<file path="src/rtl/fetch_stage.sv">
// fetch_stage: PC ownership, single-outstanding imem fetch and IF_IR/IF_PC registers
module fetch_stage #(
    parameter logic [31:0] RESET_PC  = 32'h0000_0000,
    parameter logic [31:0] NOP_INSTR = 32'h0000_0013
) (
    input  logic        clk,
    input  logic        rst,
    input  logic        stall,
    input  logic        br_taken,
    input  logic [31:0] br_target,
    input  logic        trap_taken,
    input  logic [31:0] trap_target,
    output logic        imem_req,
    output logic [31:0] imem_addr,
    input  logic        imem_rvalid,
    input  logic [31:0] imem_rdata,
    output logic [31:0] IF_IR,
    output logic [31:0] IF_PC,
    output logic        IF_valid
);
    typedef enum logic [2:0] {RST, ISSUE, WAIT, HOLD, DROP} state_t;
    state_t state;
    logic [31:0] pc_q, hold_buf, target, pc_next;
    logic redirect;
    assign redirect  = trap_taken | br_taken;
    assign target    = (trap_taken ? trap_target : br_target) & ~32'd3;
    assign pc_next   = pc_q + 32'd4;
    assign imem_req  = (state == ISSUE) && !redirect;
    assign imem_addr = pc_q;
    // Fetch FSM: redirects flush everything; otherwise load, buffer under stall, or bubble
    always_ff @(posedge clk or posedge rst) begin
        if (rst) begin
            state    <= RST;
            pc_q     <= RESET_PC;
            hold_buf <= 32'd0;
            IF_IR    <= NOP_INSTR;
            IF_PC    <= 32'd0;
            IF_valid <= 1'b0;
        end else if (redirect) begin
            pc_q     <= target;
            IF_IR    <= NOP_INSTR;
            IF_valid <= 1'b0;
            state    <= (state == WAIT || state == DROP) ? (imem_rvalid ? ISSUE : DROP) : ISSUE;
        end else begin
            if (!stall) begin
                IF_IR    <= NOP_INSTR;
                IF_valid <= 1'b0;
            end
            case (state)
                RST:   state <= ISSUE;
                ISSUE: state <= WAIT;
                WAIT:
                    if (imem_rvalid) begin
                        if (stall) begin
                            hold_buf <= imem_rdata;
                            state    <= HOLD;
                        end else begin
                            IF_IR    <= imem_rdata;
                            IF_PC    <= pc_q;
                            IF_valid <= 1'b1;
                            pc_q     <= pc_next;
                            state    <= ISSUE;
                        end
                    end
                HOLD:
                    if (!stall) begin
                        IF_IR    <= hold_buf;
                        IF_PC    <= pc_q;
                        IF_valid <= 1'b1;
                        pc_q     <= pc_next;
                        state    <= ISSUE;
                    end
                DROP:    if (imem_rvalid) state <= ISSUE;
                default: state <= ISSUE;
            endcase
        end
    end
endmodule

</file>
<file path="config.mk">
export PLATFORM = sky130hd
export DESIGN_NAME = fetch_stage
export DESIGN_NICKNAME = d
export VERILOG_FILES = /design/src/rtl/fetch_stage.sv
export SDC_FILE = /design/constraint.sdc
export NUM_CORES = 1
export LEC_CHECK = 0
export ABC_CLOCK_PERIOD_IN_PS = 5160
export BUFFER_PORTS_ARGS = -buffer_cell sky130_fd_sc_hd__buf_2
export CAP_MARGIN = 20
export CORE_ASPECT_RATIO = 1.25
export CORE_MARGIN = 2
export CORE_UTILIZATION = 40
export DETAILED_ROUTE_END_ITERATION = 10
export GPL_ROUTABILITY_DRIVEN = 0
export PLACE_DENSITY = 0.68
export SLEW_MARGIN = 20
export SYNTH_ARGS = -nofsm -noshare
export SYNTH_HDL_FRONTEND = slang
export SYNTH_SLANG_ARGS = --single-unit
</file>
<file path="constraint.sdc">
create_clock -name clk -period 5.16 [get_ports clk]
set_input_delay 0.258 -clock clk [delete_from_list [all_inputs] [get_ports clk]]
set_output_delay 0.258 -clock clk [all_outputs]
set_load 0.1 [all_outputs]
</file>
# == Yosys cells after proc, flatten, opt, wreduce, memory -nomap -nowiden ==
# Index checks and enable logic that the tools add are counted.
# word_totals
input_bits,102
output_inout_bits,98
elab_cells,53
ff_bits,132
# classes
eq_ne,8
reduce_logical,9
add_sub_neg,1
n_mux,27
bitwise_logic,2
# ops
operator,count
2-to-1 mux 32 bit,11
case mux 32 bit (2 select lines),3
"adder 32 x 3 -> 32 bit, second input constant",1
2-to-1 mux 3 bit,6
case mux 3 bit (4 select lines),1
"!= test 3 bit, second input constant",3
"equality test 3 x 2 -> 1 bit, second input constant",2
AND reduction 3 bit,2
2-to-1 mux 1 bit,4
AND reduction 4 bit,1
"equality test 3 x 1 -> 1 bit, second input constant",1
"equality test 3 bit, second input constant",1
nonzero test 3 bit,1
2-to-1 mux 2 bit,1
"!= test 2 bit, second input constant",1
case mux 1 bit (2 select lines),1
AND reduction 2 bit,1
nonzero test 2 bit,1
logical AND 1 bit,1
logical NOT 1 bit,1
logical OR 1 bit,1
inverter 1 bit,1
OR 1 bit,1

# == Longest topological paths before layout ==
# Gate-level depths: netlist (run 1).
# logic_depth
ltp_word,5
mapped_depth,8
mapped_depth_nobuf,6

# == Worst setup path before layout (run 1) ==
# OpenSTA, ideal clock, no wires.
# synth_timing
path_type,input-to-output
startpoint,input port trap_taken
endpoint,output port imem_req
path_buffers,2
path_stages,4
required_time_ps,4902
slack_ps,2031
arrival_time_ps,2871
path_cell_list,clkbuf_1 or2_1 buf_2 nor3_1
# synth_between
elab_chain_len,3
# synth_lines
item,line,rtl
start: declaration,11,"input logic trap_taken,"
OR 1 bit,25,assign redirect = trap_taken | br_taken;
logical NOT 1 bit,28,assign imem_req = (state == ISSUE) && !redirect;
logical AND 1 bit,28,
end: declaration,13,"output logic imem_req,"
# No other way between the ends.

# == Final worst setup path (run 1) ==
# layout_timing
startpoint,register state[0]
endpoint,"register pc_q[31], in the netlist imem_addr[31]"
# layout_between
elab_chain_len,3
elab_cells_between_ends,7
classes_between,eq/ne (3); mux (2); reduce/logical (2)
# layout_lines
item,line,rtl
start: declaration,22,state_t state;
start signal: assignment,43,state <= (state == WAIT || state == DROP) ? (imem_rvalid ? ISSUE : DROP) : ISSUE;
equality test 3 x 2 -> 1 bit,49,case (state)
case mux 32 bit (2 select lines) (tied with other cells),49,
2-to-1 mux 32 bit or AND reduction 2 bit (tied branches),--,
end signal: assignment,40,pc_q <= target;
end signal: assignment,61,pc_q <= pc_next;
end signal: assignment,70,pc_q <= pc_next;
end: declaration,23,"logic [31:0] pc_q, hold_buf, target, pc_next;"
# Several ways; a longest one is shown, not always the timed one.
# A chain may end at the register's enable or synchronous reset.

==> run_results.csv, run 1 <==
group,metric,value,unit
route,drtIter0Drc,321,
die,ioPinCount,200,
synth,synthesis.area,6040,um2
final_layout,nNetsFinal,885,
power,p_switching,1.43,mW
route,antenna_left,0,
setup_path,reg2reg_depth,6,
timing,hold_slack,0.0447,ns
timing,hold_viol,0,
power,pwr-share-clk,0.359,
timing,setup_viol,0,
global_routing,use_met3,0.0496,
cts,cts_sinks,128,
synth,synth_top_family_by_area,"simple AND/OR/NAND/NOR gates",
power,peakVddDrop,283,uV
power,pwr-share-seq,0.340,
route,num_vias,5223,
setup_path,path_max_fanout,25,
power,p_leak,3.75,nW
cts,cts_max_level,4,
timing,slew_viol_final,0,
timing,slew_headroom,0.391,
cts,ctsResizeCount,0,
synth,synth_xor_xnor_area_share,0.0305,
synth,synthArstFlopShare,1.00,
final_layout,layoutNonFillerInstCount,977,
synth,synthSimpleGateAreaFrac,0.200,
die,die_x,114,um
setup_path,crit_type,"register to register",
die,dieArea,16100,um2
power,switching_share,0.405,
synth,synthCells,606,
global_routing,met1_usage,0.256,
power,combPwrFrac,0.301,
synth,synth.mux.area_fraction,0.0700,
synth,synth_cell_types,53,
final_layout,n_antenna_cell,0,
final_layout,fillers,1404,
power,p_per_area,457,nW/um2
global_routing,track_usage,0.205,
power,cell_internal_pwr,2.11,mW
timing,tns,0,ns
final_layout,fin_util,0.521,
global_routing,antenna_found_initial,0,
global_routing,grt_pass1_vias,5011,
global_routing,grt_busiest_layer,"met2",
setup_path,cp-start-kind,"register",
global_routing,met2_usage,0.349,
hold_path,holdCritPathClass,"primary input to register",
synth,synthAdderAreaFrac,0.00207,
synth,postSynthAreaPerCell,9.96,um2
cts,cts_made_buffers,17,
synth,synth-edff-count,0,
synth,ys.flop_type,"dfrtp_1",
placed_design,placed_cells,944,
placed_design,io_buffer_count,191,
final_layout,syn_to_final_growth,28.3,%
setup_path,crit_path_end_kind,"register",
outcome,status,"finished clean",
synth,synth-compound-area-share,0.129,
cts,clkTransAtPathRegs,0.06,ns
die,die_h,141,um
synth,ys_ff_latch,128,
final_layout,drive_gt1_frac,0.347,
route,routed_wl,16400,um
cts,insertion_delay,0.42,ns
setup_path,cp.required,5.46,ns
timing,rsz0062_at_grt,"no",
route,drt-pass1-iter-count,5,
placed_design,hpwl,11300,um
route,drc,0,
setup_path,critPathArrivalTime,3.04,ns
route,routed_via_density,5.35,
run,max_cap_violations,0,
global_routing,grt_first_pass_wirelength,25900,um
timing,finalCriticalPeriod,2.75,ns
die,start_util,0.406,
hold_path,holdPathStages,3,
synth,yosysSeqAreaShare,0.531,
die,coreArea,14900,um2
die,fp-row-count,50,
timing,fmax,364,MHz
cts,cts_root_buf,"clkbuf_16",
global_routing,grt_max_degree,71,
cts,cts_max_path_buffers,2,
synth,synth_warnings,0,
timing,fin_worst_skew,0.0113,ns
timing,tightestPinTransition,0.913,ns
route,post_drt_wl_per_cell,16.8,um
global_routing,grt_overflow_total,0,
timing,finalCritPeriodShare,0.532,
cts,cts_tree,"yes",
-- registers in the layout, indices dropped and copies added, names as in the netlist --
name / flops
IF_IR: 32
hold_buf: 32
IF_PC: 30
imem_addr: 30
state: 3
IF_valid: 1
-- final timing paths --
kind / from / to / slack [ns]
worst min register to register: IF_PC[3] / IF_PC[3] / 0.47
worst min-delay path: trap_target[18] / imem_addr[18] / 0.04
worst max register to register: state[0] / imem_addr[31] / 2.41
max in group asynchronous: rst / hold_buf[4] / 3.28
min in group asynchronous: rst / hold_buf[28] / 0.49
worst max-delay path: state[0] / imem_addr[31] / 2.41
-- worst max-delay path: stages, from the launching register on --
cell and delay [ns]:
dfrtp_1 0.63, nor2_1 0.66, nor2_1 0.12, nand2_1 0.45, buf_4 0.34, nor4b_1 0.09, a311o_1 0.32
-- Yosys cell counts (4+ instances only) --
| cell type | number | share of area |
|---|---|---|
| a211oi_1 | 17 | 0.021 |
| a21oi_1 | 28 | 0.023 |
| a222oi_1 | 23 | 0.038 |
| a22oi_1 | 6 | 0.0075 |
| and4_1 | 4 | 0.0058 |
| buf_2 | 5 | 0.0041 |
| buf_4 | 4 | 0.0050 |
| clkbuf_1 | 35 | 0.022 |
| dfrtp_1 | 125 | 0.52 |
| mux2_2 | 33 | 0.062 |
| mux2i_1 | 4 | 0.0066 |
| nand2_1 | 125 | 0.078 |
| nand3_1 | 11 | 0.0091 |
| nand4_1 | 13 | 0.013 |
| nor2_1 | 47 | 0.029 |
| nor2b_1 | 22 | 0.023 |
| nor3_1 | 9 | 0.0075 |
| o21ai_0 | 12 | 0.0099 |
| o22ai_1 | 11 | 0.011 |
| xnor2_1 | 5 | 0.0073 |
| xor2_1 | 16 | 0.023 |
-- final cells by class --
| type | count | area [um2] | area share |
|---|---|---|---|
| flip-flops and latches | 128 | 3210 | 0.414 |
| multi-input cells | 430 | 2640 | 0.340 |
| repair buffers | 201 | 1030 | 0.133 |
| clock buffers | 18 | 439 | 0.0567 |
| well taps | 182 | 228 | 0.0294 |
| clock inverters | 14 | 190 | 0.0245 |
| inverters | 4 | 17.5 | 0.00226 |
-- per-stage QoR --
stage                     instance area [um2]  total power [mW]  worst slack, ns
after floorplan                          6050              2.08             1.49
after global placement                   7110              2.28             2.30
after detailed placement                 7110              2.29             2.29
after CTS                                7750              3.57             2.39
after global routing                     7750              3.67             2.15
final                                    7750              3.54             2.41
-- kinds of logic after synthesis --
kind of cell	Yosys count
flops	128
xor+xnor	21
simple gates	255
fa+ha+maj	1
compound gates	111
other cells	1
mux	38
buf+inv	51
-- metal layers --
layer	wire, um	vias up
met4	233	0
met1	7010	2487
met3	1080	17
li1	-	2504
met5	0	-
met2	8120	215
-- layout by cell type, fill, tap and decap left out, types with 3 or more instances in the layout --
master,n
a21oi_1,28
xor2_1,16
a31oi_1,3
nand4_1,13
dfrtp_1,125
nor2_1,46
and2_1,3
a211oi_1,17
mux2_2,33
xnor2_1,5
nand3_1,11
buf_2,191
conb_1,4
nand2_1,125
nor2b_1,22
o21ai_0,12
dfstp_2,3
a22oi_1,6
a222oi_1,23
bufinv_16,4
clkbuf_16,17
nor3b_1,3
and3_1,3
clkinv_2,3
o22ai_1,11
buf_4,9
clkinvlp_4,5
mux2i_1,4
and4_1,4
nor3_1,8
-- power groups by stage --
stage	logic (mW)	registers (mW)	clock network, mW
2_1_floorplan	0.209	1.87	0
6_report	1.07	1.20	1.27
4_1_cts	1.07	1.20	1.29
3_3_place_gp	1.06	1.22	0
5_1_grt	1.11	1.22	1.34
3_5_place_dp	1.07	1.22	0
-- timing repair --
item	in CTS	in global routing
setup buffers	0	0
hold buffers	1	0
endpoints found under the hold margin	44	0
No activity file was read; power rests on OpenSTA's default activity.
==> run 2: changes to the inputs <==
--- a/config.mk
+++ b/config.mk
@@ -5,7 +5,7 @@
 export SDC_FILE = /design/constraint.sdc
 export NUM_CORES = 1
 export LEC_CHECK = 0
-export ABC_CLOCK_PERIOD_IN_PS = 5160
+export ABC_CLOCK_PERIOD_IN_PS = 2600
 export BUFFER_PORTS_ARGS = -buffer_cell sky130_fd_sc_hd__buf_2
 export CAP_MARGIN = 20
 export CORE_ASPECT_RATIO = 1.25
==> constraint.sdc (replaced) <==
create_clock -name clk -period 2.6 [get_ports clk]
set_input_delay 0.13 -clock clk [delete_from_list [all_inputs] [get_ports clk]]
set_output_delay 0.13 -clock clk [all_outputs]
set_load 0.1 [all_outputs]
==> run_results.csv, run 2 (synthesis gave the netlist of run 1 again) <==
group,metric,value,unit
timing,tns,0,ns
power,cell_internal_pwr,4.23,mW
final_layout,drive_gt1_frac,0.345,
cts,cts_sinks,128,
final_layout,mostFrequentLayoutCell,"buf_2",
timing,rsz0062_at_grt,"no",
timing,tightestPinTransition,0.778,ns
route,num_vias,5434,
route,antenna_left,0,
power,p_switching,2.91,mW
setup_path,cp_slowest_cell,"or3b_1",
die,die_x,114,um
cts,cts_made_buffers,17,
global_routing,grt_overflow_total,0,
final_layout,final_cell_mix,"buf_2 (191), nand2_1 (125), dfrtp_1 (120)",
run,max_cap_violations,0,
final_layout,nNetsFinal,945,
setup_path,critPathArrivalTime,2.71,ns
global_routing,track_usage,0.220,
cts,cts_tree,"yes",
power,p_total,7.14,mW
final_layout,syn_to_final_growth,38.5,%
final_layout,top_regs,"IF_IR (32), hold_buf (32)",
setup_path,cp.required,2.94,ns
timing,slew_viol_final,0,
power,peakVddDrop,559,uV
die,die_h,141,um
die,fp-row-count,50,
global_routing,grt_max_degree,79,
power,pwr-share-clk,0.358,
setup_path,reg2reg_depth,5,
route,drtIter0Drc,362,
die,ioPinCount,200,
hold_path,holdCritPathClass,"primary input to register",
timing,fin_worst_skew,0.0145,ns
route,drt-pass1-iter-count,6,
global_routing,antenna_found_initial,0,
route,routed_wl,17100,um
timing,slew_headroom,0.478,
cts,cts_max_level,4,
power,p_leak,4.02,nW
setup_path,critPathMaxStageDelay,0.63,ns
timing,setup_viol,0,
setup_path,crit_path_end_kind,"register",
setup_path,crit_type,"register to register",
route,drc,0,
outcome,status,"finished clean",
die,dieArea,16100,um2
cts,cts_root_buf,"clkbuf_16",
cts,clkTransAtPathRegs,0.06,ns
cts,cts_setup_buffers,0,
die,start_util,0.406,
timing,fmax,421,MHz
setup_path,cp_cell_sequence,"or3b_1, nor2_1, nand2_1, nor4b_1, a311o_1",
route,post_drt_wl_per_cell,16.5,um
power,p_per_area,854,nW/um2
setup_path,cp-start-kind,"register",
timing,finalCriticalPeriod,2.37,ns
timing,hold_viol,0,
cts,cts_max_path_buffers,2,
placed_design,io_buffer_count,191,
hold_path,holdPathStages,3,
timing,finalCritPeriodShare,0.913,
power,pwr-share-seq,0.335,
route,routed_via_density,5.24,
power,switching_share,0.407,
final_layout,n_antenna_cell,0,
global_routing,grt_pass1_vias,5441,
die,coreArea,14900,um2
cts,insertion_delay,0.41,ns
global_routing,grt_first_pass_wirelength,28000,um
setup_path,path_max_fanout,12,
power,combPwrFrac,0.307,
placed_design,hpwl,11700,um
-- run 2: cell types whose count changed in the layout (fill, tap and decap cells not counted), moves of 2 or more --
cell,previous run,this run
clkinv_4,2,4
buf_4,9,20
dlygate4sd3_1,1,48
buf_12,0,2
dfrtp_2,0,5
clkinv_2,3,1
dfrtp_1,125,120
inv_6,0,3
-- run 2: worst max-delay path: cells and delay by family, from the launching register on --
| family | cells | cell delay, ns |
|---|---|---|
| simple gates | 4 | 1.68 |
| flops | 1 | 0.45 |
| compound gates | 1 | 0.18 |
-- run 2: metal layers --
layer  vias to the layer above  wire length (um)  share of wire  track usage
met5                         -                 0              0            0
met4                         0               148         0.0086       0.0571
li1                       2623                 -              -            -
met1                      2602              7480           0.44        0.288
met3                        11               922          0.054       0.0440
met2                       198              8580           0.50        0.376
-- run 2: power groups by stage --
stage	Combinational (mW)	Clock (mW)	Sequential (mW)
finish	2.19	2.56	2.39
CTS	2.21	2.60	2.39
floorplan	0.415	0	3.72
global placement	2.13	0	2.42
detailed placement	2.15	0	2.42
global route	2.30	2.69	2.43
-- run 2: what timing repair did --
action | 4_1_cts | 5_1_grt
resized for setup | 0 | 0
endpoints found under the hold margin | 194 | 0
endpoints found under the setup margin | 0 | 0
hold buffers | 48 | 0
-- run 2: path summary, 6_finish.rpt --
path / endpoint / startpoint / slack (ns)
hold reg to reg: IF_PC[28] / IF_PC[28] / 0.47
setup reg to reg: imem_addr[31] / state[2] / 0.23
setup / recovery: imem_addr[31] / state[2] / 0.23
min in group asynchronous: hold_buf[4] / rst / 0.20
max in group asynchronous: IF_PC[4] / rst / 1.73
hold / removal: imem_addr[6] / trap_target[6] / 0.02
-- run 2: through the flow --
step	instances	utilization	setup slack [ns]	hold slack [ns]	instance area (um2)
6_report	1037	0.562	0.226	0.0163	8360
5_1_grt	1037	0.562	0.0724	0.00810	8360
4_1_cts	1037	0.562	0.205	0.000854	8360
3_5_place_dp	957	0.487	0.276	0.0609	7250
3_3_place_gp	957	0.487	0.321	0.0584	7250
2_1_floorplan	609	-	0.00259	0.249	6060
-- run 2: area by class of cell --
type	count	area, um2
clock buffer	17	425
clock inverter	15	209
fill	1327	6530
inverter	4	18.8
multi-input combinational	430	2640
sequential	128	3210
tap	182	228
timing repair buffer	261	1630
==> run 3: changes to the inputs <==
--- a/config.mk
+++ b/config.mk
@@ -8,9 +8,9 @@
 export ABC_CLOCK_PERIOD_IN_PS = 2600
 export BUFFER_PORTS_ARGS = -buffer_cell sky130_fd_sc_hd__buf_2
 export CAP_MARGIN = 20
-export CORE_ASPECT_RATIO = 1.25
-export CORE_MARGIN = 2
+export CORE_MARGIN = 3
 export CORE_UTILIZATION = 40
+export CTS_BUF_LIST = sky130_fd_sc_hd__clkbuf_4
 export DETAILED_ROUTE_END_ITERATION = 10
 export GPL_ROUTABILITY_DRIVEN = 0
 export PLACE_DENSITY = 0.68
==> run_results.csv, run 3 (synthesis gave the netlist of run 1 again) <==
group,metric,value,unit
route,num_vias,5729,
cts,insertion_delay,0.54,ns
final_layout,nNetsFinal,989,
global_routing,grt_first_pass_wirelength,28900,um
route,drc,0,
power,p_total,6.21,mW
timing,tns,0,ns
timing,rsz0062_at_grt,"no",
setup_path,cp.required,3.02,ns
final_layout,mostFrequentLayoutCell,"buf_2",
setup_path,critPathArrivalTime,2.89,ns
timing,slew_viol_final,0,
cts,cts_sinks,128,
hold_path,holdCritPathClass,"primary input to asynchronous set/reset pin",
global_routing,grt_pass1_vias,5745,
run,max_cap_violations,0,
route,antenna_left,0,
die,die_x,129,um
die,fp-row-count,44,
setup_path,crit_path_end_kind,"register",
timing,hold_viol,0,
route,post_drt_wl_per_cell,16.8,um
route,routed_wl,18200,um
power,p_per_area,731,nW/um2
global_routing,grt_max_degree,49,
die,start_util,0.412,
cts,cts_setup_buffers,0,
outcome,status,"finished clean",
cts,cts_root_buf,"clkbuf_4",
timing,fin_ws,0.125,ns
route,drtIter0Drc,376,
die,dieArea,16600,um2
final_layout,top_regs,"IF_IR (32), hold_buf (32)",
route,routed_via_density,5.29,
global_routing,track_usage,0.221,
placed_design,dp_slack,0.319,ns
placed_design,hpwl,12100,um
timing,fin_worst_skew,0.0329,ns
final_layout,drive_gt1_frac,0.325,
setup_path,cp-start-kind,"register",
final_layout,syn_to_final_growth,40.7,%
cts,clkTransAtPathRegs,0.13,ns
cts,cts_max_path_buffers,2,
cts,cts_max_level,4,
die,coreArea,14600,um2
timing,setup_viol,0,
route,drt-pass1-iter-count,7,
final_layout,final_area,8490,um2
placed_design,io_buffer_count,191,
power,peakVddDrop,555,uV
final_layout,final_cell_mix,"buf_2 (191), nand2_1 (125), dfrtp_1 (120)",
timing,finalCritPeriodShare,0.952,
global_routing,grt_overflow_total,0,
power,p_leak,4.08,nW
global_routing,antenna_found_initial,1,
timing,tightestPinTransition,0.553,ns
setup_path,crit_type,"register to register",
timing,fmax,404,MHz
placed_design,place_area,7220,um2
final_layout,fin_util,0.580,
timing,finalCriticalPeriod,2.48,ns
cts,cts_made_buffers,17,
die,ioPinCount,200,
die,die_h,129,um
cts,cts_tree,"yes",
timing,slew_headroom,0.631,
setup_path,path_max_fanout,7,
[run 3: cell types whose count changed in the layout (fill, tap and decap cells not counted), sizes merged]
cell / change
diode: +1
clkbuf: +1
clkinv: +2
inv: -1
dlygate4sd3: +46
buf: -2
clkinvlp: -2
[run 3: final timing paths]
check | cells past startpoint | from | end | slack, ns
hold / removal | 3 | rst | state[0] | 0.06
setup / recovery | 6 | imem_addr[2] | imem_addr[22] | 0.12
hold reg to reg | 2 | IF_PC[10] | IF_PC[10] | 0.48
min in group clk | 4 | trap_target[12] | imem_addr[12] | 0.10
max in group asynchronous | 4 | rst | imem_addr[6] | 1.72
setup reg to reg | 6 | imem_addr[2] | imem_addr[22] | 0.12
[run 3: cell type report]
cell class	count	area, um2
Multi-Input combinational cell	430	2650
Inverter	4	18.8
Clock inverter	14	188
Fill cell	1250	6150
Antenna cell	1	2.50
Tap cell	184	230
Clock buffer	18	135
Sequential cell	128	3210
Timing Repair Buffer	305	2060
[run 3: routing by layer]
layer | vias to the layer above | part of all wire | global-route usage
met5 | - | 0 | 0
met4 | 0 | 0.023 | 0.0852
met3 | 33 | 0.069 | 0.0527
met2 | 231 | 0.49 | 0.370
met1 | 2758 | 0.41 | 0.276
li1 | 2707 | - | -
[run 3: per-stage QoR]
stage | cells | hold WS [ns]
final | 1084 | 0.0580
after global routing | 1084 | 0.0323
after CTS | 1083 | 0.0104
after detailed placement | 957 | 0.0716
after global placement | 957 | 0.0685
after floorplan | 609 | 0.249
[run 3: power breakdown]
group	internal [mW]	total [mW]	switching (mW)	leakage, nW
sequential	2.20	2.39	0.187	1.65
clock	0.773	1.54	0.767	0.170
combinational	0.469	2.27	1.81	2.26
total	3.45	6.21	2.76	4.08
[run 3: worst max-delay path, stage by stage, from the launching register on]
cell           delay (ns)
dfrtp_2              0.44
ha_1                 0.20
nand2_1              0.15
nor4_4               0.50
a21oi_1              0.14
a2111o_1             0.36
dlygate4sd3_1        0.57
[run 3: timing repair]
item | CTS | global route
gates resized for setup | 0 | 2
hold buffers | 94 | 0
setup endpoints to repair | 0 | 2
hold endpoints to repair | 218 | 0
